## src/rtl/uart_arb_if.sv

```systemverilog
// Signal bundle between uart_arb, its two TX requesters, the RX consumer and the uart.
interface uart_arb_if;
    logic [31:0] clkdiv;
    logic        req0_valid;
    logic [7:0]  req0_data;
    logic        req0_ready;
    logic        req1_valid;
    logic [7:0]  req1_data;
    logic        req1_ready;
    logic        rx_valid;
    logic [7:0]  rx_data;
    logic        rx_ready;
    logic        rx_ovf;
    logic        rx_ovf_clr;
    logic        uart_we;
    logic        uart_re;
    logic [31:0] uart_so;
    logic [31:0] uart_si;
    logic        uart_wa;
    logic        tx_busy;

    // Arbiter view: it masters the uart strobes and answers the requesters.
    modport master (
        input  clkdiv, req0_valid, req0_data, req1_valid, req1_data,
               rx_ready, rx_ovf_clr, uart_si, uart_wa,
        output req0_ready, req1_ready, rx_valid, rx_data, rx_ovf,
               uart_we, uart_re, uart_so, tx_busy
    );

    // Environment view: requesters, RX consumer and uart.
    modport slave (
        output clkdiv, req0_valid, req0_data, req1_valid, req1_data,
               rx_ready, rx_ovf_clr, uart_si, uart_wa,
        input  req0_ready, req1_ready, rx_valid, rx_data, rx_ovf,
               uart_we, uart_re, uart_so, tx_busy
    );
endinterface

```

## src/rtl/uart_arb.sv

```systemverilog
// Two-port round-robin TX arbiter in front of a register-mapped uart, plus an
// RX path that acknowledges received words and buffers bytes in a small FIFO.
//
// state   | meaning
// T_IDLE  | TX free; ready follows the round-robin grant
// T_LOAD  | uart_we held for clkdiv+1 cycles with uart_so stable
// T_DRAIN | waiting for the uart to drop uart_wa
// R_IDLE  | watching uart_si for a word with zero upper bits
// R_ACK   | uart_re held for clkdiv+1 cycles; uart_si not sampled
module uart_arb #(
    parameter int RX_DEPTH = 4
) (
    input  logic       clk,
    input  logic       rst_n,
    uart_arb_if.master bus
);
    localparam int AW = $clog2(RX_DEPTH);
    localparam int CW = AW + 1;
    localparam logic [AW:0] FULL_CNT = CW'(RX_DEPTH);

    typedef enum logic [1:0] {T_IDLE = 2'd0, T_LOAD = 2'd1, T_DRAIN = 2'd2} tx_state_t;
    typedef enum logic {R_IDLE = 1'b0, R_ACK = 1'b1} rx_state_t;

    tx_state_t   tx_state, tx_next;
    rx_state_t   rx_state, rx_next;
    logic [31:0] tx_cnt, rx_cnt;
    logic        last_grant;
    logic        grant0, grant1, tx_hs;
    logic [7:0]  so_byte;

    logic [7:0]  fifo_mem [RX_DEPTH];
    logic [AW-1:0] wr_ptr, rd_ptr;
    logic [AW:0] count;
    logic        fifo_empty, fifo_full;
    logic        rx_push, rx_pop, push_ok;
    logic        ovf_q;

    // Round-robin grant: a lone requester wins, a tie goes to the port not served last.
    always_comb begin
        grant0 = 1'b0;
        grant1 = 1'b0;
        if (tx_state == T_IDLE) begin
            if (bus.req0_valid && (!bus.req1_valid || last_grant))
                grant0 = 1'b1;
            else if (bus.req1_valid)
                grant1 = 1'b1;
        end
    end

    assign tx_hs = grant0 | grant1;

    // TX next-state: load after a handshake, drain once the hold counter expires.
    always_comb begin
        tx_next = tx_state;
        case (tx_state)
            T_IDLE:  if (tx_hs) tx_next = T_LOAD;
            T_LOAD:  if (tx_cnt == 32'd0) tx_next = T_DRAIN;
            T_DRAIN: if (!bus.uart_wa) tx_next = T_IDLE;
            default: tx_next = T_IDLE;
        endcase
    end

    assign rx_push = (rx_state == R_IDLE) && (bus.uart_si[31:8] == 24'h0);

    // RX next-state: acknowledge each accepted word for one hold window.
    always_comb begin
        rx_next = rx_state;
        case (rx_state)
            R_IDLE:  if (rx_push) rx_next = R_ACK;
            R_ACK:   if (rx_cnt == 32'd0) rx_next = R_IDLE;
            default: rx_next = R_IDLE;
        endcase
    end

    // State registers for both FSMs.
    always_ff @(posedge clk or negedge rst_n) begin
        if (!rst_n) begin
            tx_state <= T_IDLE;
            rx_state <= R_IDLE;
        end else begin
            tx_state <= tx_next;
            rx_state <= rx_next;
        end
    end

    // TX datapath: capture the granted byte and load/count down the hold timer.
    always_ff @(posedge clk or negedge rst_n) begin
        if (!rst_n) begin
            tx_cnt     <= 32'd0;
            so_byte    <= 8'h00;
            last_grant <= 1'b1;
        end else if (tx_hs) begin
            tx_cnt     <= bus.clkdiv;
            so_byte    <= grant1 ? bus.req1_data : bus.req0_data;
            last_grant <= grant1;
        end else if (tx_state == T_LOAD && tx_cnt != 32'd0) begin
            tx_cnt <= tx_cnt - 32'd1;
        end
    end

    // RX hold timer: loaded on entry to R_ACK, counts down to terminal zero.
    always_ff @(posedge clk or negedge rst_n) begin
        if (!rst_n)
            rx_cnt <= 32'd0;
        else if (rx_push)
            rx_cnt <= bus.clkdiv;
        else if (rx_state == R_ACK && rx_cnt != 32'd0)
            rx_cnt <= rx_cnt - 32'd1;
    end

    assign fifo_empty = (count == '0);
    assign fifo_full  = (count == FULL_CNT);
    assign rx_pop     = !fifo_empty && bus.rx_ready;
    // A pop in the same cycle frees the slot, so a full FIFO can still accept.
    assign push_ok    = rx_push && (!fifo_full || rx_pop);

    // FIFO storage; contents are only observable when the FIFO is non-empty.
    always_ff @(posedge clk) begin
        if (push_ok)
            fifo_mem[wr_ptr] <= bus.uart_si[7:0];
    end

    // FIFO pointers, occupancy and sticky overflow (a new drop beats a clear).
    always_ff @(posedge clk or negedge rst_n) begin
        if (!rst_n) begin
            wr_ptr <= '0;
            rd_ptr <= '0;
            count  <= '0;
            ovf_q  <= 1'b0;
        end else begin
            if (push_ok)
                wr_ptr <= wr_ptr + AW'(1);
            if (rx_pop)
                rd_ptr <= rd_ptr + AW'(1);
            case ({push_ok, rx_pop})
                2'b10:   count <= count + CW'(1);
                2'b01:   count <= count - CW'(1);
                default: count <= count;
            endcase
            if (rx_push && fifo_full && !rx_pop)
                ovf_q <= 1'b1;
            else if (bus.rx_ovf_clr)
                ovf_q <= 1'b0;
        end
    end

    assign bus.req0_ready = grant0;
    assign bus.req1_ready = grant1;
    assign bus.uart_we    = (tx_state == T_LOAD);
    assign bus.uart_re    = (rx_state == R_ACK);
    assign bus.uart_so    = {24'h0, so_byte};
    assign bus.tx_busy    = (tx_state != T_IDLE);
    assign bus.rx_valid   = !fifo_empty;
    assign bus.rx_data    = fifo_empty ? 8'h00 : fifo_mem[rd_ptr];
    assign bus.rx_ovf     = ovf_q;
endmodule
```

## src/flat_wrapper.sv

```systemverilog
// flat-port wrapper written by rule: the top's interface ports become plain ports
module uart_arb_flat 
#(
    parameter int RX_DEPTH = 4
)
  (clk, rst_n, bus_clkdiv, bus_req0_valid, bus_req0_data, bus_req1_valid, bus_req1_data, bus_rx_ready, bus_rx_ovf_clr, bus_uart_si, bus_uart_wa, bus_req0_ready, bus_req1_ready, bus_rx_valid, bus_rx_data, bus_rx_ovf, bus_uart_we, bus_uart_re, bus_uart_so, bus_tx_busy);
  uart_arb_if bus_i ();
  input  logic clk;
  input  logic rst_n;
  input wire logic [$bits(bus_i.clkdiv)-1:0] bus_clkdiv;
  input wire logic [$bits(bus_i.req0_valid)-1:0] bus_req0_valid;
  input wire logic [$bits(bus_i.req0_data)-1:0] bus_req0_data;
  input wire logic [$bits(bus_i.req1_valid)-1:0] bus_req1_valid;
  input wire logic [$bits(bus_i.req1_data)-1:0] bus_req1_data;
  input wire logic [$bits(bus_i.rx_ready)-1:0] bus_rx_ready;
  input wire logic [$bits(bus_i.rx_ovf_clr)-1:0] bus_rx_ovf_clr;
  input wire logic [$bits(bus_i.uart_si)-1:0] bus_uart_si;
  input wire logic [$bits(bus_i.uart_wa)-1:0] bus_uart_wa;
  output wire logic [$bits(bus_i.req0_ready)-1:0] bus_req0_ready;
  output wire logic [$bits(bus_i.req1_ready)-1:0] bus_req1_ready;
  output wire logic [$bits(bus_i.rx_valid)-1:0] bus_rx_valid;
  output wire logic [$bits(bus_i.rx_data)-1:0] bus_rx_data;
  output wire logic [$bits(bus_i.rx_ovf)-1:0] bus_rx_ovf;
  output wire logic [$bits(bus_i.uart_we)-1:0] bus_uart_we;
  output wire logic [$bits(bus_i.uart_re)-1:0] bus_uart_re;
  output wire logic [$bits(bus_i.uart_so)-1:0] bus_uart_so;
  output wire logic [$bits(bus_i.tx_busy)-1:0] bus_tx_busy;
  assign bus_i.clkdiv = bus_clkdiv;
  assign bus_i.req0_valid = bus_req0_valid;
  assign bus_i.req0_data = bus_req0_data;
  assign bus_i.req1_valid = bus_req1_valid;
  assign bus_i.req1_data = bus_req1_data;
  assign bus_i.rx_ready = bus_rx_ready;
  assign bus_i.rx_ovf_clr = bus_rx_ovf_clr;
  assign bus_i.uart_si = bus_uart_si;
  assign bus_i.uart_wa = bus_uart_wa;
  assign bus_req0_ready = bus_i.req0_ready;
  assign bus_req1_ready = bus_i.req1_ready;
  assign bus_rx_valid = bus_i.rx_valid;
  assign bus_rx_data = bus_i.rx_data;
  assign bus_rx_ovf = bus_i.rx_ovf;
  assign bus_uart_we = bus_i.uart_we;
  assign bus_uart_re = bus_i.uart_re;
  assign bus_uart_so = bus_i.uart_so;
  assign bus_tx_busy = bus_i.tx_busy;
  uart_arb #(.RX_DEPTH(RX_DEPTH)) u_core (.clk(clk), .rst_n(rst_n), .bus(bus_i));
endmodule
```

## config.mk

```make
export PLATFORM = sky130hd
export DESIGN_NAME = uart_arb_flat
export DESIGN_NICKNAME = d
export VERILOG_FILES = /design/src/rtl/uart_arb_if.sv /design/src/rtl/uart_arb.sv /design/src/flat_wrapper.sv
export SDC_FILE = /design/constraint.sdc
export NUM_CORES = 1
export LEC_CHECK = 0
export CORE_ASPECT_RATIO = 1.2
export CORE_MARGIN = 2
export CORE_UTILIZATION = 52
export DETAILED_ROUTE_END_ITERATION = 7
export PLACE_DENSITY_LB_ADDON = 0.08
export SLEW_MARGIN = 5
export SYNTH_ARGS = -nofsm -noshare
export SYNTH_HDL_FRONTEND = slang
export SYNTH_SLANG_ARGS = --single-unit
```

## constraint.sdc

```tcl
create_clock -name clk -period 3.65 [get_ports clk]
set_input_delay 0.73 -clock clk [delete_from_list [all_inputs] [get_ports clk]]
set_output_delay 0.73 -clock clk [all_outputs]
set_load 0.01 [all_outputs]
```

==> summary.md <==
| Metric | Value |
|---|---|
| Status | completed |
| Fraction of layout instances using a drive strength above 1 | 0.0913 |
| Peak VDD IR | 0.000309 V |
| Critical Path RT | slightly below 3000 ps |
| DRT antenna net count | 0 |
| Final Power | 4.77 mW |
| Worst Hold Path Cells | 1 |
| Critical Path End Type | output port |
| WL/cell | between 15 and 20 µm |
| Post-synthesis async set-or-reset flop share | 0.724 |
| CP Max Fanout | 9 |
| Clock transition at path regs | approximately 50 ps |
| Register area share after synthesis | 0.488 |
| WS Path Type | primary input to output port |
| GP Congestion | roughly 0.94 |
| Total area of sequential cells | 0.00306 mm² |
| Critical path arrival | ~2500 ps |
| Final setup viols | 0 |
| Post-route minimum period | 3200 ps |
| Multi-input gate area | about 0.0029 mm² |
| Mapped Area | between 0.006 and 0.007 mm² |
| Die ar. | 0.0130 mm² |
| R2R cell count | 9 |
| Final Routed Wirelength | ~17000 µm |
| Slew Viols, Final | 0 |
| Die X | 104 µm |
| Number of global-route vias before repair | roughly 5400 |
| Layout Nets | approximately 840 |
| Leading area contributor after synthesis | dfrtp_1 |
| Post-synthesis cell type count | ~70 |
| Hold Slack | approximately 480 ps |
| DRC | 0 |
| Power density cells | about 600 mW/mm² |
| CTS Buf Count | 17 |
| IO Count | 134 |
| Initial DRC count | between 300 and 400 |
| Largest net degree at the start of global routing | 85 |
| Synth top area share | 0.331 |
| Cts hold-fix bufs | 0 |
| H-tree Lvls | 4 |
| Reg2Reg Setup Slack | between 500 and 600 ps |
| Register bit count reported by yosys | between 100 and 150 |
| FILL cells | 943 |
| Post-synth top cells | 83 x dfrtp_1, 71 x nand2_1, 57 x nor2_1, 33 x nand3_1, 32 x edfxtp_1 |
| Max Cap Violations | 0 |
| Vias | around 5500 |
| Clock Skew | roughly 12 ps |
| Via density | 6.02 |
| IO buf count | around 110 |
| Worst rel slew slack | 0.272 |
| Postcts setup bufs | 0 |
| Ant diodes | 0 |
| Top cells by area, synth | dfrtp_1 33%, edfxtp_1 15%, nand2_1 4.2% |
| Critical path startpoint category | primary input |
| Slew @ Worst Pin | around 1100 ps |
| Detailed placement HPWL | 12100 µm |
| Clock tree buffer depth | 2 |
| Layout area overhead | 27.4% |
| Tcrit/Tclk final | 0.876 |
| Hold Fails Final Rpt | 0 |
| Setup TNS | 0 ps |
| Number of cells produced by synthesis | roughly 640 |
| Leakage | 3.03 nW |
| Clk_lat worst skew | about 400 ps |
| CTS tree | yes |
| Synth Area per Inst | about 10 µm² |
| EDFF count, synth | 32 |
| Core area | about 0.012 mm² |
| DR pass1 iterations | 5 |
| DIE HEIGHT | around 120 µm |
| Synth Flop Type | dfrtp_1 |
| Post-layout util | 0.685 |
| GRT overflow | 0 |
| RSZ-0062 raised after global routing | false |
| Yosys warnings | 0 |
| CTS root buf | clkbuf_16 |
| Post-CTS sizing | 0 |
| Initial antenna violation count | 0 |
| Worst hold path class | flip-flop to flip-flop |
| Tot GR Track Use | 0.265 |
| Most frequently used cell type in the post-synthesis netlist | dfrtp_1 |
| First-pass GRT wire length | 27300 µm |
| Row count | 43 |
| Starting Density | 0.538 |
| Clock sinks | approximately 120 |
| Fmax | roughly 0.31 GHz |
-- sequential cells by signal (all words and copies together), names as in the netlist --
name and flops:
u_core.count 3, u_core.so_byte 8, u_core.tx_cnt 32, u_core.rx_cnt 32, u_core.rd_ptr 2, u_core.fifo_mem 32, u_core.last_grant 1, u_core.bus.rx_ovf 1
u_core.wr_ptr 2, u_core.bus.uart_re 1, u_core.tx_state 2
-- layout by cell type, fill, tap and decap left out, types with 18 or more instances in the layout --
master,instances
nand2_1,71
nor3_1,24
nor2_1,55
dfrtp_1,83
conb_1,24
a21oi_1,21
clkdlybuf4s50_1,108
inv_1,18
edfxtp_1,32
nand3_1,33
-- cell families (layout without fill, tap and decap cells) --
kind of cell,Yosys count,count (layout),share of synthesized area
xor gates and xnor gates,8,8,0.0112
adders and majority gates,7,7,0.0151
DFF,116,116,0.488
AOI/OAI and AO/OA,147,147,0.175
buffers and inverters,75,173,0.0631
other,1,24,0.000597
muxes,9,9,0.0303
and+or+nand+nor,272,272,0.217
-- power breakdown --
part           total [mW]  leakage, nW  internal, mW  switching [mW]
combinational        1.23         1.49         0.686           0.544
clock                1.64        0.286          1.08           0.562
sequential           1.90         1.26          1.60           0.302
total                4.77         3.03          3.36            1.41
-- worst max-delay path: stages --
cell and delay (ps):
clkdlybuf4s50_1 540, nand2b_1 70, nand3_1 260, clkinv_1 310, clkdlybuf4s50_1 550
-- stage by stage --
stage | setup slack [ps] | cell area, µm² | instances
3_5_place_dp | 445 | 7420 | 881
6_report | 452 | 8000 | 913
4_1_cts | 438 | 8000 | 913
3_3_place_gp | 484 | 7420 | 881
5_1_grt | 259 | 8000 | 913
2_1_floorplan | 996 | 6370 | 658
-- metal layers --
layer	vias to the layer above	share of wire	GRT usage
met5	-	0	0
met4	0	0.037	0.126
met3	34	0.039	0.0403
met2	180	0.50	0.451
met1	2703	0.42	0.331
li1	2580	-	-
-- worst paths after layout --
path                                     from                 end
max                            bus_req1_valid      bus_req0_ready
min                        u_core.tx_state[0]  u_core.tx_state[1]
max reg2reg                  u_core.tx_cnt[0]   u_core.tx_cnt[20]
min reg2reg                u_core.tx_state[0]  u_core.tx_state[1]
max in group asynchronous               rst_n   u_core.tx_cnt[30]
min in group asynchronous               rst_n   u_core.rx_cnt[15]
-- area by class of cell --
| class | count | share of cell area |
|---|---|---|
| clock buffer | 20 | 0.0558 |
| multi-input combinational | 467 | 0.364 |
| sequential | 116 | 0.383 |
| tap | 157 | 0.0245 |
| timing repair buffer | 119 | 0.145 |
| inverter | 22 | 0.0103 |
| clock inverter | 12 | 0.0172 |
Power figures use the tool's default switching activity.
